$ cat src/rtl/instr_decode_exec_if.sv
//------------------------------------------------------------------------------
// Module      : instr_decode_exec_if
// Description : Instruction handshake bundle between the fetch stage and
//               instr_decode_exec (valid / 32-bit word / ready).
// Revision    : 1.0
//------------------------------------------------------------------------------
`default_nettype none

interface instr_decode_exec_if;
    logic        instr_valid;
    logic [31:0] instruction;
    logic        instr_ready;

    modport master (
        output instr_valid,
        output instruction,
        input  instr_ready
    );

    modport slave (
        input  instr_valid,
        input  instruction,
        output instr_ready
    );
endinterface

`default_nettype wire

$ cat src/rtl/instr_decode_exec.sv
//------------------------------------------------------------------------------
// Module      : instr_decode_exec
// Description : Decodes pedometer instructions, holds an 8x8 weight file and
//               runs weighted step detection with hysteresis on (A,B) samples.
//               Optional macro STEP_SAT_EN: step_count saturates instead of wrapping.
// Revision    : 1.0
//------------------------------------------------------------------------------
`default_nettype none

module instr_decode_exec #(
    parameter int STEP_W = 16
) (
    input  wire logic              clk,
    input  wire logic              reset,
    instr_decode_exec_if.slave     bus,
    input  wire logic [2:0]        rd_addr,
    output logic [7:0]             rd_data,
    output logic [STEP_W-1:0]      step_count,
    output logic                   step_pulse,
    output logic                   illegal_op,
    output logic                   busy
);

    localparam logic [3:0]        c_OP_CLR   = 4'b0010;
    localparam logic [3:0]        c_OP_WR1   = 4'b0110;
    localparam logic [3:0]        c_OP_WR2   = 4'b1010;
    localparam logic [3:0]        c_OP_CNT   = 4'b1100;
    localparam logic [STEP_W-1:0] c_STEP_ONE = {{(STEP_W-1){1'b0}}, 1'b1};

    typedef enum logic [1:0] {
        S_IDLE  = 2'd0,
        S_MAC_A = 2'd1,
        S_MAC_B = 2'd2,
        S_CMP   = 2'd3
    } state_t;

    state_t            r_state;
    state_t            w_state_nxt;
    logic [7:0]        r_weight [8];
    logic [7:0]        r_a;
    logic [7:0]        r_b;
    logic [16:0]       r_acc;
    logic              r_above;
    logic [STEP_W-1:0] r_step_count;
    logic              r_step_pulse;
    logic              r_illegal;

    logic              w_accept;
    logic [3:0]        w_opcode;
    logic [2:0]        w_addr1;
    logic [7:0]        w_data1;
    logic [2:0]        w_addr2;
    logic [7:0]        w_data2;
    logic [7:0]        w_mul_w;
    logic [7:0]        w_mul_x;
    logic [15:0]       w_prod;
    logic [15:0]       w_thr;
    logic              w_hit;
    logic [STEP_W-1:0] w_count_inc;
    logic              w_unused_bits;

    // Field extraction; the word only matters on the accept edge.
    assign w_opcode      = bus.instruction[3:0];
    assign w_addr1       = bus.instruction[6:4];
    assign w_data1       = bus.instruction[14:7];
    assign w_addr2       = bus.instruction[17:15];
    assign w_data2       = bus.instruction[25:18];
    assign w_unused_bits = ^bus.instruction[31:26];

    assign bus.instr_ready = (r_state == S_IDLE) && !reset;
    assign w_accept        = bus.instr_valid && bus.instr_ready;

    // One shared multiplier: w0*A in MAC_A, w1*B in MAC_B.
    assign w_mul_w = (r_state == S_MAC_B) ? r_weight[1] : r_weight[0];
    assign w_mul_x = (r_state == S_MAC_B) ? r_b : r_a;
    assign w_prod  = {8'd0, w_mul_w} * {8'd0, w_mul_x};

    assign w_thr = {r_weight[2], r_weight[3]};
    assign w_hit = (r_acc > {1'b0, w_thr});

    always_comb begin
        w_count_inc = r_step_count + c_STEP_ONE;
`ifdef STEP_SAT_EN
        if (&r_step_count) begin
            w_count_inc = r_step_count;
        end
`endif
    end

    always_comb begin
        w_state_nxt = r_state;
        case (r_state)
            S_IDLE: begin
                if (w_accept && (w_opcode == c_OP_CNT)) begin
                    w_state_nxt = S_MAC_A;
                end
            end
            S_MAC_A: w_state_nxt = S_MAC_B;
            S_MAC_B: w_state_nxt = S_CMP;
            S_CMP:   w_state_nxt = S_IDLE;
            default: w_state_nxt = S_IDLE;
        endcase
    end

    always_ff @(posedge clk) begin
        if (reset) begin
            r_state      <= S_IDLE;
            for (int i = 0; i < 8; i++) begin
                r_weight[i] <= 8'd0;
            end
            r_a          <= 8'd0;
            r_b          <= 8'd0;
            r_acc        <= 17'd0;
            r_above      <= 1'b0;
            r_step_count <= '0;
            r_step_pulse <= 1'b0;
            r_illegal    <= 1'b0;
        end else begin
            r_state      <= w_state_nxt;
            r_step_pulse <= 1'b0;
            r_illegal    <= 1'b0;
            case (r_state)
                S_IDLE: begin
                    if (w_accept) begin
                        case (w_opcode)
                            c_OP_CLR: begin
                                for (int i = 0; i < 8; i++) begin
                                    r_weight[i] <= 8'd0;
                                end
                            end
                            c_OP_WR1: r_weight[w_addr1] <= w_data1;
                            c_OP_WR2: begin
                                // Second write is later in program order, so Data2 wins on equal addresses.
                                r_weight[w_addr1] <= w_data1;
                                r_weight[w_addr2] <= w_data2;
                            end
                            c_OP_CNT: begin
                                r_a <= bus.instruction[11:4];
                                r_b <= bus.instruction[19:12];
                            end
                            default: r_illegal <= 1'b1;
                        endcase
                    end
                end
                S_MAC_A: r_acc <= {1'b0, w_prod};
                S_MAC_B: r_acc <= r_acc + {1'b0, w_prod};
                S_CMP: begin
                    if (w_hit && !r_above) begin
                        r_step_count <= w_count_inc;
                        r_step_pulse <= 1'b1;
                    end
                    r_above <= w_hit;
                end
                default: ;
            endcase
        end
    end

    assign rd_data    = r_weight[rd_addr];
    assign step_count = r_step_count;
    assign step_pulse = r_step_pulse;
    assign illegal_op = r_illegal;
    assign busy       = (r_state != S_IDLE);

endmodule

`default_nettype wire

$ cat src/flat_wrapper.sv
// flat-port wrapper written by rule: the top's interface ports become plain ports
module instr_decode_exec_flat 
#(
    parameter int STEP_W = 16
)
  (clk, reset, rd_addr, rd_data, step_count, step_pulse, illegal_op, busy, bus_instr_valid, bus_instruction, bus_instr_ready);
  instr_decode_exec_if bus_i ();
  input  wire logic clk;
  input  wire logic reset;
  input  wire logic [2:0] rd_addr;
  output logic [7:0] rd_data;
  output logic [STEP_W-1:0] step_count;
  output logic step_pulse;
  output logic illegal_op;
  output logic busy;
  input wire logic [$bits(bus_i.instr_valid)-1:0] bus_instr_valid;
  input wire logic [$bits(bus_i.instruction)-1:0] bus_instruction;
  output wire logic [$bits(bus_i.instr_ready)-1:0] bus_instr_ready;
  assign bus_i.instr_valid = bus_instr_valid;
  assign bus_i.instruction = bus_instruction;
  assign bus_instr_ready = bus_i.instr_ready;
  instr_decode_exec #(.STEP_W(STEP_W)) u_core (.clk(clk), .reset(reset), .bus(bus_i), .rd_addr(rd_addr), .rd_data(rd_data), .step_count(step_count), .step_pulse(step_pulse), .illegal_op(illegal_op), .busy(busy));
endmodule
$ cat config.mk
export PLATFORM = sky130hd
export DESIGN_NAME = instr_decode_exec_flat
export DESIGN_NICKNAME = d
export VERILOG_FILES = /design/src/rtl/instr_decode_exec_if.sv /design/src/rtl/instr_decode_exec.sv /design/src/flat_wrapper.sv
export SDC_FILE = /design/constraint.sdc
export NUM_CORES = 1
export LEC_CHECK = 0
export BUFFER_PORTS_ARGS = -buffer_cell sky130_fd_sc_hd__buf_2
export CORE_MARGIN = 3
export CORE_UTILIZATION = 60
export DETAILED_ROUTE_END_ITERATION = 12
export PLACE_DENSITY = 0.79
export SLEW_MARGIN = 20
export SYNTH_ARGS = -nofsm -noshare
export SYNTH_HDL_FRONTEND = slang
export SYNTH_SLANG_ARGS = --single-unit
$ cat constraint.sdc
create_clock -name clk -period 16.7 [get_ports clk]
set_input_delay 2.505 -clock clk [delete_from_list [all_inputs] [get_ports clk]]
set_output_delay 2.505 -clock clk [all_outputs]
set_load 0.01 [all_outputs]
==> results.txt <==
The initial antenna violation count is 0. Setup repair after global routing left no endpoint under its margin. The number of max-capacitance violations reported came out at 0.

In this run the most critical hold path is launched from u_core.r_a[3]. The peak fanout along the critical path is 27. After filler insertion, the fill cell instance count of the layout stands at 1,160. The worst setup path is captured at a flop. The total CTS buffers is 17. The number of failing setup endpoints in the final timing report is 0. The average instance in the mapped netlist occupies slightly below 9 sq um. Counting I/O delays and the setup requirement, the final critical path takes approximately 8 ns. The launching element type of the critical path is a flop. Clock latency on the worst-skew pair, taken at its later pin, is roughly 0.42 ns. Summing every instance area after synthesis gives 9270 sq um. The relative contribution of sequential cells to total power came out at 0.412. The power per cell area came out at just under 80 nW/um^2. The number of warnings printed during yosys synthesis is 0. The average detailed-routed wire length per instance came out at about 18 um.

The detailed-route DRC error count is 0. Counting instances, the worst hold path has a depth of 2. For the worst setup path, the data required time is about 17 ns. The share of the Yosys chip area taken by registers is 0.324. Wires add up to 23,400 um. The setup clock skew after layout is just over 0.009 ns. For this run, asynchronously set or reset flops after synthesis account for 0. The count of final max-slew check failures is 0. The net total in the final layout is roughly 1,200. The die extent in y came out at 130 um. The floorplan step set the die width to 130 um. In this run the critical register-to-register path is captured at u_core.r_acc[14].

The number of buffers inserted by hold repair at cts came out at 0. The core region is 14,800 sq um. The first-pass detailed-route iteration total is 5. The detailed-route vias per instance is just over 6.

The post-CTS clock slew at the launch and capture registers of the worst setup and hold paths came out at ~0.06 ns. The post-route cell area is 10,200 sq um. The slowest stage of the critical path is the mux2i_1 cell. TritonCTS built the clock tree. The global router's overall resource usage is 0.290. Dividing the final minimum period by the clock period gives 0.476. The data arrival time at the worst-slack endpoint is around 8.2 ns.

The number of input and output port buffers inserted came out at 59. The area taken by multi-input logic gates is 5750 sq um. The part of the power in combinational logic came out at 0.135.

The number of standard-cell rows in the floorplan is between 40 and 50. The post-cts gate resize count came out at 0. The maximum clock insertion buffer count is 2.

The clock sink total came out at approximately 120. The most used flip-flop cell after synthesis is edfxtp_1. In this design, the stage delay of the slowest critical-path cell is between 0.8 and 0.9 ns. The placer congestion estimate is 0.900.

The cell area reported after detailed placement came out at 9640 sq um. The synthesized net count came out at about 1,200. The number of buffers inserted to repair setup after CTS is 0. The flip-flop and latch count after synthesis is roughly 120. The part of the total power dissipated in the clock network came out at 0.454. The family with the most delay on the worst path is adder cells. 0 antenna diodes ended up in the layout. The total number of vias is 7,854. The number of global-route vias before repair is ~7,400. Headroom to the max-slew limit came out at 0.278. For the worst flop-to-flop path, the logic depth is 23. The largest voltage drop on the vdd net came out at 71.9 uV. The net switching power is roughly 0.21 mW. The H-tree was split into 4 levels. The initial utilization of the core area, before any placement, comes to 0.626. The slew at the pin closest to its max-slew limit is between 1 and 1.5 ns. The buffering stage count on the worst path with inverters included is 5. The number of synthesized flops with an enable pin is 64.

The critical setup path kind is flop to flop. The achievable frequency came out at around 0.13 GHz. The end-of-flow core utilization is 0.691.

The leakage component of the power came out at between 4 and 5 nW. Overall power consumption after layout is estimated at 0.799 mW. In this run the critical register-to-register path is launched from u_core.r_state[0]. Across the whole layout, storage elements account for approximately 3000 sq um.

The total I/O pin count is 66. The die area came out at roughly 17,000 sq um. The number of design-rule violations left by the first detailed-router iteration is between 600 and 700. The tree is rooted in a clkbuf_16.

Relative to the synthesized area, the layout overhead comes to 10.4%. The sum of negative setup slack came out at 0 ns. Leaving out fill and tap cells, the most frequent cells in the layout are nand2_1, nor2_1, inv_1.

The most common cell after layout, fill and taps aside is nand2_1. Detailed placement ended at an HPWL of roughly 17,000 um. Cell internal power was estimated by the tool at roughly 0.59 mW.

The tightest min-delay check is of the flop to flop type. The share of total power consumed by net switching is 0.260. The remaining number of nets flagged by the antenna check after routing came out at 0. The register-to-register setup slack is 8.76 ns.

Of the cells placed in the final design, the portion with a size suffix greater than 1 is 0.140. The flow ran to the end, and the final reports show no timing, DRC or antenna violations. The pin count of the biggest net entering global routing is 62.

The post-synthesis cell count came out at 1,049. The terminating pin of the worst hold path is u_core.r_a[3]. Walking the worst path, the cells encountered are inv_1 > ha_1 > buf_4 > mux2i_1 > or2_2 > fa_1 > fa_1 > inv_1 > fa_1 > inv_1 > fa_1 > inv_1 > ha_1 > a21o_1 > a221oi_1 > xnor2_1 > ha_1 > a21o_1 > o311ai_1 > o21ai_0 > xor2_1 > a222oi_1 > a21oi_1.

The global-route congestion overflow total is 0. After synthesis, the netlist uses 67 different library cells. The number of hold violations in the final report came to 0. The first global-routing pass estimated between 30,000 and 40,000 um of wire.
## metrics by stage
stage	instances	setup WS, ns	hold WS (ns)
2_1_floorplan	1049	9.80	0.431
3_3_place_gp	1250	8.88	0.438
3_5_place_dp	1250	8.85	0.445
4_1_cts	1282	8.80	0.450
5_1_grt	1282	8.30	0.467
6_report	1282	8.76	0.449
## metal layers
| metal | track usage | vias up | part of all wire |
|---|---|---|---|
| li1 | - | 3727 | - |
| met1 | 0.399 | 3711 | 0.42 |
| met2 | 0.468 | 363 | 0.47 |
| met3 | 0.0409 | 53 | 0.081 |
| met4 | 0.112 | 0 | 0.028 |
| met5 | 0 | - | 0 |
## registers in the layout (all words and copies together) (netlist names)
register,count
u_core.r_state,2
u_core.r_above,1
u_core.step_count,16
u_core.r_acc,17
u_core.r_a,8
u_core.illegal_op,1
u_core.r_weight,64
u_core.step_pulse,1
u_core.r_b,8
## how the worst max path moves through the flow
stage / start / to / slack (ns) / cells after the start
CTS: u_core.r_state[0] / u_core.r_acc[16] / 8.80 / 25
global placement: u_core.r_state[0] / u_core.r_acc[16] / 8.88 / 25
global route: u_core.r_state[0] / u_core.r_acc[14] / 8.30 / 23
detailed placement: u_core.r_state[0] / u_core.r_acc[16] / 8.85 / 25
floorplan: u_core.r_state[0] / u_core.r_acc[16] / 9.80 / 26
finish: u_core.r_state[0] / u_core.r_acc[14] / 8.76 / 23
## worst min-delay path: cells and delay by family (launching register included)
kind | cells | cell delay [ns]
DFF | 1 | 0.30
and+or+nand+nor | 1 | 0.05
AOI/OAI and AO/OA | 1 | 0.05
## area by class of cell
class                      instances  area share
multi-input combinational        801       0.562
clock inverter                    13      0.0153
inverter                          79      0.0290
sequential                       118       0.294
tap                              184      0.0225
clock buffer                      19      0.0423
timing repair buffer              68      0.0355
## cell usage after synthesis (15+ instances only)
master | instances | area (sq um)
mux2i_1 | 20 | 200
inv_1 | 79 | 297
nand3_1 | 20 | 100
nor3_1 | 15 | 75.1
o21ai_0 | 75 | 375
fa_1 | 37 | 741
xnor2_1 | 15 | 131
nand2_1 | 187 | 702
a21oi_1 | 53 | 265
mux4_2 | 16 | 360
dfxtp_1 | 54 | 1080
edfxtp_1 | 64 | 1920
nor2_1 | 104 | 390
a21o_1 | 20 | 150
clkbuf_1 | 28 | 105
ha_1 | 74 | 926
## cells by family after synthesis
kind of cell | Yosys count | synth area share
fa+ha+maj | 111 | 0.180
buf+inv | 130 | 0.0566
simple gates | 406 | 0.198
flops | 118 | 0.324
compound gates | 207 | 0.138
xor+xnor | 27 | 0.0255
mux | 50 | 0.0775
## power groups by stage
stage               logic, mW  registers, mW  clock network (mW)
global placement        0.102          0.334                   0
finish                  0.108          0.329               0.363
global route            0.119          0.330               0.381
detailed placement      0.105          0.334                   0
floorplan              0.0765          0.329                   0
CTS                     0.106          0.328               0.365
Power figures use the tool's default switching activity.
